==> config.mk <==
export PLATFORM = sky130hd
export DESIGN_NAME = axi4l_timer_flat
export DESIGN_NICKNAME = d
export VERILOG_FILES = /design/src/rtl/axi4l_timer_pkg.sv /design/src/rtl/axi4l_if.sv /design/src/rtl/axi4l_timer_mtimer_core.sv /design/src/rtl/axi4l_timer.sv /design/src/flat_wrapper.sv
export SDC_FILE = /design/constraint.sdc
export NUM_CORES = 1
export LEC_CHECK = 0
export ABC_AREA = 1
export CORE_MARGIN = 1.5
export CORE_UTILIZATION = 58
export DETAILED_ROUTE_END_ITERATION = 8
export PLACE_DENSITY = 0.78
export REMOVE_ABC_BUFFERS = 1
export SLEW_MARGIN = 40
export SYNTH_ARGS = -nofsm -noshare
export SYNTH_HDL_FRONTEND = slang
export SYNTH_SLANG_ARGS = --single-unit
==> constraint.sdc <==
create_clock -name clk -period 2.9 [get_ports clk]
set_input_delay 0.58 -clock clk [delete_from_list [all_inputs] [get_ports clk]]
set_output_delay 0.58 -clock clk [all_outputs]
set_load 0.01 [all_outputs]
==> src/rtl/axi4l_timer_pkg.sv <==
// Shared definitions for the AXI4-Lite RISC-V machine timer: register offsets,
// the CTRL register layout, AXI response codes and a byte-strobe merge helper.
package axi4l_timer_pkg;

    localparam logic [11:0] OFS_MTIME_LO    = 12'h000;
    localparam logic [11:0] OFS_MTIME_HI    = 12'h004;
    localparam logic [11:0] OFS_MTIMECMP_LO = 12'h008;
    localparam logic [11:0] OFS_MTIMECMP_HI = 12'h00C;
    localparam logic [11:0] OFS_CTRL        = 12'h010;

    localparam logic [1:0] RESP_OKAY   = 2'b00;
    localparam logic [1:0] RESP_SLVERR = 2'b10;

    typedef struct packed {
        logic [7:0]  rsvd1;
        logic [15:0] div;
        logic [6:0]  rsvd0;
        logic        en;
    } ctrl_t;

    function automatic logic [31:0] apply_strb(input logic [31:0] old_v,
                                               input logic [31:0] new_v,
                                               input logic [3:0]  strb);
        logic [31:0] r;
        r = old_v;
        for (int unsigned i = 0; i < 4; i++) begin
            if (strb[i]) r[8*i +: 8] = new_v[8*i +: 8];
        end
        return r;
    endfunction

    function automatic logic ofs_valid(input logic [11:0] ofs);
        return (ofs == OFS_MTIME_LO) || (ofs == OFS_MTIME_HI) ||
               (ofs == OFS_MTIMECMP_LO) || (ofs == OFS_MTIMECMP_HI) ||
               (ofs == OFS_CTRL);
    endfunction

endpackage

==> src/rtl/axi4l_if.sv <==
// AXI4-Lite bus bundle (32-bit address and data by default) with slave and master views.
interface axi4l_if #(
    parameter int unsigned AW = 32,
    parameter int unsigned DW = 32
) (
    input logic aclk,
    input logic aresetn
);
    logic [AW-1:0]   awaddr;
    logic            awvalid;
    logic            awready;
    logic [DW-1:0]   wdata;
    logic [DW/8-1:0] wstrb;
    logic            wvalid;
    logic            wready;
    logic [1:0]      bresp;
    logic            bvalid;
    logic            bready;
    logic [AW-1:0]   araddr;
    logic            arvalid;
    logic            arready;
    logic [DW-1:0]   rdata;
    logic [1:0]      rresp;
    logic            rvalid;
    logic            rready;

    modport slave (
        input  aclk, aresetn,
        input  awaddr, awvalid, wdata, wstrb, wvalid, bready, araddr, arvalid, rready,
        output awready, wready, bresp, bvalid, arready, rdata, rresp, rvalid
    );

    modport master (
        input  aclk, aresetn,
        output awaddr, awvalid, wdata, wstrb, wvalid, bready, araddr, arvalid, rready,
        input  awready, wready, bresp, bvalid, arready, rdata, rresp, rvalid
    );
endinterface

==> src/rtl/axi4l_timer_mtimer_core.sv <==
// Machine-timer datapath: prescaler, 64-bit mtime/mtimecmp with byte-strobed
// writes, CTRL register and the registered level interrupt.
module mtimer_core
    import axi4l_timer_pkg::*;
#(
    parameter logic [15:0] DIV_RESET = 16'd99,
    parameter logic        EN_RESET  = 1'b1
) (
    input  logic        clk,
    input  logic        rst_n,
    input  logic        wr_mtime_lo,
    input  logic        wr_mtime_hi,
    input  logic        wr_cmp_lo,
    input  logic        wr_cmp_hi,
    input  logic        wr_ctrl,
    input  logic [31:0] wdata,
    input  logic [3:0]  wstrb,
    output logic [63:0] mtime,
    output logic [63:0] mtimecmp,
    output ctrl_t       ctrl,
    output logic        irq
);
    logic [15:0] pcnt_q, pcnt_d;
    logic [63:0] mtime_q, mtime_d, mtime_inc;
    logic [63:0] mtimecmp_q, mtimecmp_d;
    ctrl_t       ctrl_q, ctrl_d;
    logic        irq_q, irq_d;
    logic        tick;

    always_comb begin
        tick      = ctrl_q.en && (pcnt_q == ctrl_q.div);
        mtime_inc = mtime_q + {63'd0, tick};
        pcnt_d    = pcnt_q;
        if (ctrl_q.en) pcnt_d = tick ? '0 : pcnt_q + 16'd1;

        // Software bytes override the incremented value; the full-width add keeps any carry.
        mtime_d = mtime_inc;
        if (wr_mtime_lo) mtime_d[31:0]  = apply_strb(mtime_inc[31:0], wdata, wstrb);
        if (wr_mtime_hi) mtime_d[63:32] = apply_strb(mtime_inc[63:32], wdata, wstrb);

        mtimecmp_d = mtimecmp_q;
        if (wr_cmp_lo) mtimecmp_d[31:0]  = apply_strb(mtimecmp_q[31:0], wdata, wstrb);
        if (wr_cmp_hi) mtimecmp_d[63:32] = apply_strb(mtimecmp_q[63:32], wdata, wstrb);

        ctrl_d = ctrl_q;
        if (wr_ctrl) begin
            if (wstrb[0]) ctrl_d.en        = wdata[0];
            if (wstrb[1]) ctrl_d.div[7:0]  = wdata[15:8];
            if (wstrb[2]) ctrl_d.div[15:8] = wdata[23:16];
            pcnt_d = '0;
        end

        irq_d = ctrl_q.en && (mtime_q >= mtimecmp_q);
    end

    always_ff @(posedge clk or negedge rst_n) begin
        if (!rst_n) begin
            pcnt_q     <= '0;
            mtime_q    <= '0;
            mtimecmp_q <= '1;
            ctrl_q     <= '{rsvd1: '0, div: DIV_RESET, rsvd0: '0, en: EN_RESET};
            irq_q      <= 1'b0;
        end else begin
            pcnt_q     <= pcnt_d;
            mtime_q    <= mtime_d;
            mtimecmp_q <= mtimecmp_d;
            ctrl_q     <= ctrl_d;
            irq_q      <= irq_d;
        end
    end

    assign mtime    = mtime_q;
    assign mtimecmp = mtimecmp_q;
    assign ctrl     = ctrl_q;
    assign irq      = irq_q;
endmodule

==> src/rtl/axi4l_timer.sv <==
// AXI4-Lite slave wrapper for the machine timer: handshake FSMs, address decode,
// MTIME_HI snapshot register and registered read mux.
module axi4l_timer
    import axi4l_timer_pkg::*;
#(
    parameter logic [15:0] DIV_RESET = 16'd99,
    parameter logic        EN_RESET  = 1'b1
) (
    input  logic   clk,
    input  logic   rst_n,
    axi4l_if.slave axi,
    output logic   irq_timer
);
    typedef enum logic [1:0] {W_IDLE, W_ACCEPT, W_RESP} wstate_e;
    typedef enum logic {R_IDLE, R_RESP} rstate_e;

    wstate_e     wstate_q, wstate_d;
    rstate_e     rstate_q, rstate_d;
    logic        awready_q, awready_d;
    logic        bvalid_q, bvalid_d;
    logic [1:0]  bresp_q, bresp_d;
    logic        arready_q, arready_d;
    logic        rvalid_q, rvalid_d;
    logic [31:0] rdata_q, rdata_d;
    logic [1:0]  rresp_q, rresp_d;
    logic [31:0] shadow_hi_q, shadow_hi_d;

    logic [11:0] waddr, raddr;
    logic        wr_hs, ar_hs;
    logic [31:0] rd_val;
    logic        rd_err;
    logic [63:0] mtime, mtimecmp;
    ctrl_t       ctrl;
    logic        unused_bits;

    assign waddr = axi.awaddr[11:0];
    assign raddr = axi.araddr[11:0];
    assign wr_hs = (wstate_q == W_ACCEPT) && awready_q && axi.awvalid && axi.wvalid;
    assign ar_hs = (rstate_q == R_IDLE) && arready_q && axi.arvalid;
    assign unused_bits = ^{axi.aclk, axi.aresetn, axi.awaddr[31:12], axi.araddr[31:12]};

    mtimer_core #(
        .DIV_RESET(DIV_RESET),
        .EN_RESET (EN_RESET)
    ) u_core (
        .clk        (clk),
        .rst_n      (rst_n),
        .wr_mtime_lo(wr_hs && (waddr == OFS_MTIME_LO)),
        .wr_mtime_hi(wr_hs && (waddr == OFS_MTIME_HI)),
        .wr_cmp_lo  (wr_hs && (waddr == OFS_MTIMECMP_LO)),
        .wr_cmp_hi  (wr_hs && (waddr == OFS_MTIMECMP_HI)),
        .wr_ctrl    (wr_hs && (waddr == OFS_CTRL)),
        .wdata      (axi.wdata),
        .wstrb      (axi.wstrb),
        .mtime      (mtime),
        .mtimecmp   (mtimecmp),
        .ctrl       (ctrl),
        .irq        (irq_timer)
    );

    always_comb begin
        rd_val = '0;
        rd_err = 1'b0;
        unique case (raddr)
            OFS_MTIME_LO:    rd_val = mtime[31:0];
            OFS_MTIME_HI:    rd_val = shadow_hi_q;
            OFS_MTIMECMP_LO: rd_val = mtimecmp[31:0];
            OFS_MTIMECMP_HI: rd_val = mtimecmp[63:32];
            OFS_CTRL:        rd_val = ctrl;
            default:         rd_err = 1'b1;
        endcase
    end

    // AW and W are accepted together, one cycle after both are seen valid.
    always_comb begin
        wstate_d  = wstate_q;
        awready_d = awready_q;
        bvalid_d  = bvalid_q;
        bresp_d   = bresp_q;
        unique case (wstate_q)
            W_IDLE: if (axi.awvalid && axi.wvalid) begin
                wstate_d  = W_ACCEPT;
                awready_d = 1'b1;
            end
            W_ACCEPT: begin
                awready_d = 1'b0;
                wstate_d  = W_IDLE;
                if (wr_hs) begin
                    wstate_d = W_RESP;
                    bvalid_d = 1'b1;
                    bresp_d  = ofs_valid(waddr) ? RESP_OKAY : RESP_SLVERR;
                end
            end
            W_RESP: if (axi.bready) begin
                wstate_d = W_IDLE;
                bvalid_d = 1'b0;
                bresp_d  = RESP_OKAY;
            end
            default: wstate_d = W_IDLE;
        endcase
    end

    always_comb begin
        rstate_d    = rstate_q;
        arready_d   = arready_q;
        rvalid_d    = rvalid_q;
        rdata_d     = rdata_q;
        rresp_d     = rresp_q;
        shadow_hi_d = shadow_hi_q;
        unique case (rstate_q)
            R_IDLE: begin
                arready_d = 1'b1;
                if (ar_hs) begin
                    rstate_d  = R_RESP;
                    arready_d = 1'b0;
                    rvalid_d  = 1'b1;
                    rdata_d   = rd_val;
                    rresp_d   = rd_err ? RESP_SLVERR : RESP_OKAY;
                    if (raddr == OFS_MTIME_LO) shadow_hi_d = mtime[63:32];
                end
            end
            R_RESP: if (axi.rready) begin
                rstate_d  = R_IDLE;
                arready_d = 1'b1;
                rvalid_d  = 1'b0;
            end
            default: rstate_d = R_IDLE;
        endcase
    end

    always_ff @(posedge clk or negedge rst_n) begin
        if (!rst_n) begin
            wstate_q    <= W_IDLE;
            rstate_q    <= R_IDLE;
            awready_q   <= 1'b0;
            bvalid_q    <= 1'b0;
            bresp_q     <= RESP_OKAY;
            arready_q   <= 1'b0;
            rvalid_q    <= 1'b0;
            rdata_q     <= '0;
            rresp_q     <= RESP_OKAY;
            shadow_hi_q <= '0;
        end else begin
            wstate_q    <= wstate_d;
            rstate_q    <= rstate_d;
            awready_q   <= awready_d;
            bvalid_q    <= bvalid_d;
            bresp_q     <= bresp_d;
            arready_q   <= arready_d;
            rvalid_q    <= rvalid_d;
            rdata_q     <= rdata_d;
            rresp_q     <= rresp_d;
            shadow_hi_q <= shadow_hi_d;
        end
    end

    assign axi.awready = awready_q;
    assign axi.wready  = awready_q;
    assign axi.bvalid  = bvalid_q;
    assign axi.bresp   = bresp_q;
    assign axi.arready = arready_q;
    assign axi.rvalid  = rvalid_q;
    assign axi.rdata   = rdata_q;
    assign axi.rresp   = rresp_q;
endmodule

==> src/flat_wrapper.sv <==
// flat-port wrapper written by rule: the top's interface ports become plain ports
module axi4l_timer_flat import axi4l_timer_pkg::*;
#(
    parameter logic [15:0] DIV_RESET = 16'd99,
    parameter logic        EN_RESET  = 1'b1
)
  (clk, rst_n, irq_timer, aclk, aresetn, axi_awaddr, axi_awvalid, axi_wdata, axi_wstrb, axi_wvalid, axi_bready, axi_araddr, axi_arvalid, axi_rready, axi_awready, axi_wready, axi_bresp, axi_bvalid, axi_arready, axi_rdata, axi_rresp, axi_rvalid);
  axi4l_if axi_i (.aclk(aclk), .aresetn(aresetn));
  input  logic clk;
  input  logic rst_n;
  output logic irq_timer;
  input wire logic aclk;
  input wire logic aresetn;
  input wire logic [$bits(axi_i.awaddr)-1:0] axi_awaddr;
  input wire logic [$bits(axi_i.awvalid)-1:0] axi_awvalid;
  input wire logic [$bits(axi_i.wdata)-1:0] axi_wdata;
  input wire logic [$bits(axi_i.wstrb)-1:0] axi_wstrb;
  input wire logic [$bits(axi_i.wvalid)-1:0] axi_wvalid;
  input wire logic [$bits(axi_i.bready)-1:0] axi_bready;
  input wire logic [$bits(axi_i.araddr)-1:0] axi_araddr;
  input wire logic [$bits(axi_i.arvalid)-1:0] axi_arvalid;
  input wire logic [$bits(axi_i.rready)-1:0] axi_rready;
  output wire logic [$bits(axi_i.awready)-1:0] axi_awready;
  output wire logic [$bits(axi_i.wready)-1:0] axi_wready;
  output wire logic [$bits(axi_i.bresp)-1:0] axi_bresp;
  output wire logic [$bits(axi_i.bvalid)-1:0] axi_bvalid;
  output wire logic [$bits(axi_i.arready)-1:0] axi_arready;
  output wire logic [$bits(axi_i.rdata)-1:0] axi_rdata;
  output wire logic [$bits(axi_i.rresp)-1:0] axi_rresp;
  output wire logic [$bits(axi_i.rvalid)-1:0] axi_rvalid;
  assign axi_i.awaddr = axi_awaddr;
  assign axi_i.awvalid = axi_awvalid;
  assign axi_i.wdata = axi_wdata;
  assign axi_i.wstrb = axi_wstrb;
  assign axi_i.wvalid = axi_wvalid;
  assign axi_i.bready = axi_bready;
  assign axi_i.araddr = axi_araddr;
  assign axi_i.arvalid = axi_arvalid;
  assign axi_i.rready = axi_rready;
  assign axi_awready = axi_i.awready;
  assign axi_wready = axi_i.wready;
  assign axi_bresp = axi_i.bresp;
  assign axi_bvalid = axi_i.bvalid;
  assign axi_arready = axi_i.arready;
  assign axi_rdata = axi_i.rdata;
  assign axi_rresp = axi_i.rresp;
  assign axi_rvalid = axi_i.rvalid;
  axi4l_timer #(.DIV_RESET(DIV_RESET), .EN_RESET(EN_RESET)) u_core (.clk(clk), .rst_n(rst_n), .axi(axi_i), .irq_timer(irq_timer));
endmodule
==> impl_results.md <==
- Status: complete, no violations
- Final hold slack: roughly 0.037 ns
- Die ar.: 26,040 um2
- Internal power consumption: 5.981 mW
- Worst Slack Setup Final: 0.08908 ns
- Sw Ratio: 0.2573
- Worst EP required: 3.35 ns
- Tcrit/Tclk final: 0.9693
- Sequential power share: 0.440
- Post-synth top cells: 521 x nand2_1, 294 x inv_1, 217 x nor2_1
- Ports: 151
- Detailed Place HPWL: 38,510 um
- VDD IR max: ~0.00047 V
- Cell Pwr Density: about 450 nW/um2
- Fin crit period: ~2.8 ns
- P&R area growth vs syn: 23.35%
- Max Clock Skew: 0.01474 ns
- Die X: 161.4 um
- Total number of vias: between 10,000 and 15,000
- Row count: 57
- Slew of the pin with the lowest slew margin: 0.8089 ns
- Synth async-reset ratio: 1.000
- RSZ-0062 raised after global routing: yes
- WL final: 49,970 um
- Post-Syn Instances: approximately 2,000
- Comb power frac: 0.129
- Fill cells: 1,875
- Detailed-route vias per instance: 5.772
- Largest net degree at the start of global routing: 87
- Clk Latency, worst-skew pair: 0.55 ns
- Overflow after GRT: 0
- F_max: 355.8 MHz
- Clock root cell: clkbuf_16
- Hold Vio Cnt, Final: 0
- Register bit total from synthesis: 235
- First-pass GRT wire length: 78,350 um
- Mapped cell area: 14,550 um2
- Critical R2R Capture: u_core.u_core.mtime[62]$_DFF_PN0_
- Largest area contributor in the netlist: dfrtp_1
- # port buffers: 106
- Bufs on Longest Clock Path: 3
- CTS clock-pin slew for the worst setup and hold paths: approximately 0.06 ns
- Worst R2R Path Depth: 19
- Htree depth: 1
- MaxCap Viol Count: 0
- Avg WL per Cell: 19.58 um
- Avg Cell Area, Syn: 7.307 um2
- Critical Path End Type: register
- Global Route Usage Sum: 0.3889
- Layout Nets: 2,384
- Final Wtd Congestion: 1.037
- Multi-input gate area: 7462 um2
- Largest cells by area after synthesis: dfrtp_1 29%, nand2_1 13%, dfstp_2 12%
- Clock power frac: 0.431
- Leakage power: 8.605 nW
- Final Max Tran Viols: 0
- Hold WC Path Type: input pin to async pin
- ANT cells: 0
- Seq/Total Area, Yosys: 0.4102
- Share of the synthesized area in the top cell type: 0.2855
- Placed Cells incl. Taps: 2,499
- TritonCTS clock tree: built
- Reg area: 5967 um2
- Top-count cell post-synth: nand2_1
- Share of layout cells above drive strength 1: 0.1517
- Initial antenna violation count: 0
- Netlist cell types: 45
- Clk sinks: 235
- Main synth FF type: dfrtp_1
- Crit start category: register
- Net Switching: 2.072 mW
- CTS Buf Count: 27
- Vias in the first global route: 14,360
- Ys Warns: 0
- Starting Density: 0.5947
- Max-slew headroom: 0.4571
- Final Non-Filler Cells: 2,552
- Arr. time, crit path: about 3.3 ns
- Initial DRC count: 1,594
- WS Path Type: register to register
- R2R Setup Slk: 0.09 ns
- Crit-path max FO: 3
- Drt pass-1 iters: 6
- RR Startpoint: u_core.u_core.ctrl[14]$_DFFE_PN1P_
- Core box area: 24,460 um2
- Die H: 161.4 um
- DRT antenna net count: 0
- EDFF count, synth: 0
- Final setup violation count: 0
- Place WS: -0.1969 ns
- DRC: 0
worst max-delay path by stage:
stage                                         to  cells after the start                               start  slack, ns
2_1_floorplan  u_core.shadow_hi_q[2]$_DFFE_PN0P_                      4                         axi_arvalid      -0.03
3_3_place_gp   u_core.u_core.mtime[60]$_DFF_PN0_                     19   u_core.u_core.ctrl[9]$_DFFE_PN1P_      -0.11
3_5_place_dp   u_core.u_core.mtime[60]$_DFF_PN0_                     18  u_core.u_core.ctrl[14]$_DFFE_PN1P_      -0.20
4_1_cts        u_core.u_core.mtime[62]$_DFF_PN0_                     19  u_core.u_core.ctrl[14]$_DFFE_PN1P_      -0.05
5_1_grt        u_core.u_core.mtime[52]$_DFF_PN0_                     20   u_core.u_core.ctrl[9]$_DFFE_PN1P_      -0.07
6_report       u_core.u_core.mtime[62]$_DFF_PN0_                     19  u_core.u_core.ctrl[14]$_DFFE_PN1P_       0.09
kinds of logic (layout without fill, tap and decap cells):
logic type / after synthesis / in the layout / share of synthesized area
buf+inv: 345 / 581 / 0.09435
xor+xnor: 44 / 44 / 0.02649
other cells: 1 / 2 / 0.0002578
compound gates: 296 / 296 / 0.1098
flops: 235 / 235 / 0.4102
simple gates: 996 / 996 / 0.2959
fa+ha+maj: 67 / 67 / 0.05762
mux: 7 / 7 / 0.005332
power groups by stage:
stage | sequential [mW] | clock [mW] | combinational [mW]
after detailed placement | 3.59 | 0 | 1.03
after global routing | 3.56 | 3.57 | 1.14
after floorplan | 3.66 | 0 | 0.325
after CTS | 3.54 | 3.46 | 1.04
after global placement | 3.59 | 0 | 1.02
final | 3.54 | 3.47 | 1.04
final cells by class:
type / count / share of cell area
well taps: 324 / 0.02259
inverters: 298 / 0.06247
multi-input cells: 1412 / 0.4158
flip-flops and latches: 235 / 0.3325
clock buffers: 38 / 0.04107
repair buffers: 234 / 0.1177
clock inverters: 11 / 0.007809
critical path, cell delays in order (launching register included):
cell and delay [ns]:
dfstp_2 0.55, xnor2_2 0.12, nand3_1 0.11, nor4_2 0.15
nand4_1 0.15, nor2_2 0.17, buf_6 0.14, ha_4 0.15
ha_4 0.15, nand2_4 0.06, nor2_4 0.14, nand3_4 0.11
nor2_4 0.15, inv_2 0.06, nor2_4 0.14, nand3_2 0.08
nand2_1 0.08, nand3_1 0.08, nand2_1 0.09, inv_1 0.04
sequential cells by signal, summed over array words and instances (netlist names), 2 cells and up:
signal                  count
u_core.wstate_q             2
u_core.shadow_hi_q         32
u_core.u_core.ctrl         17
u_core.u_core.mtime        64
u_core.u_core.pcnt_q       16
u_core.axi.rdata           32
u_core.u_core.mtimecmp     64
what timing repair did:
action,in CTS,in global routing
hold buffers,0,0
resized for setup,60,27
pin swaps,17,20
buffers inserted,4,1
setup endpoints to repair,33,38
cells in the final DEF, fill, tap and decap left out, drive strengths merged, types with 44 or more instances in the layout:
cell           Yosys  layout
buf               26     129
clkdlybuf4s50      0     105
dfrtp            166     166
dfstp             69      69
ha                67      67
inv              298     298
nand2            523     523
nand3            114     114
nand4             44      44
nor2             234     234
nor3              74      74
o21ai            207     207
per-stage QoR:
step	setup TNS [ns]	power (mW)	area, um2	utilization
floorplan	-0.03457	3.982	14300	-
global placement	-0.3948	4.603	16760	0.6852
detailed placement	-2.433	4.628	16760	0.6852
CTS	-0.2894	8.044	17850	0.7298
global route	-0.2317	8.265	17940	0.7336
finish	0	8.053	17940	0.7336
per-layer routing:
metal	track usage	share of wire	vias up
li1	-	-	6857
met1	0.4874	0.39	6946
met2	0.6567	0.48	744
met3	0.08089	0.088	182
met4	0.1566	0.048	0
met5	0	0	-
No activity file was read; power rests on OpenSTA's default activity.
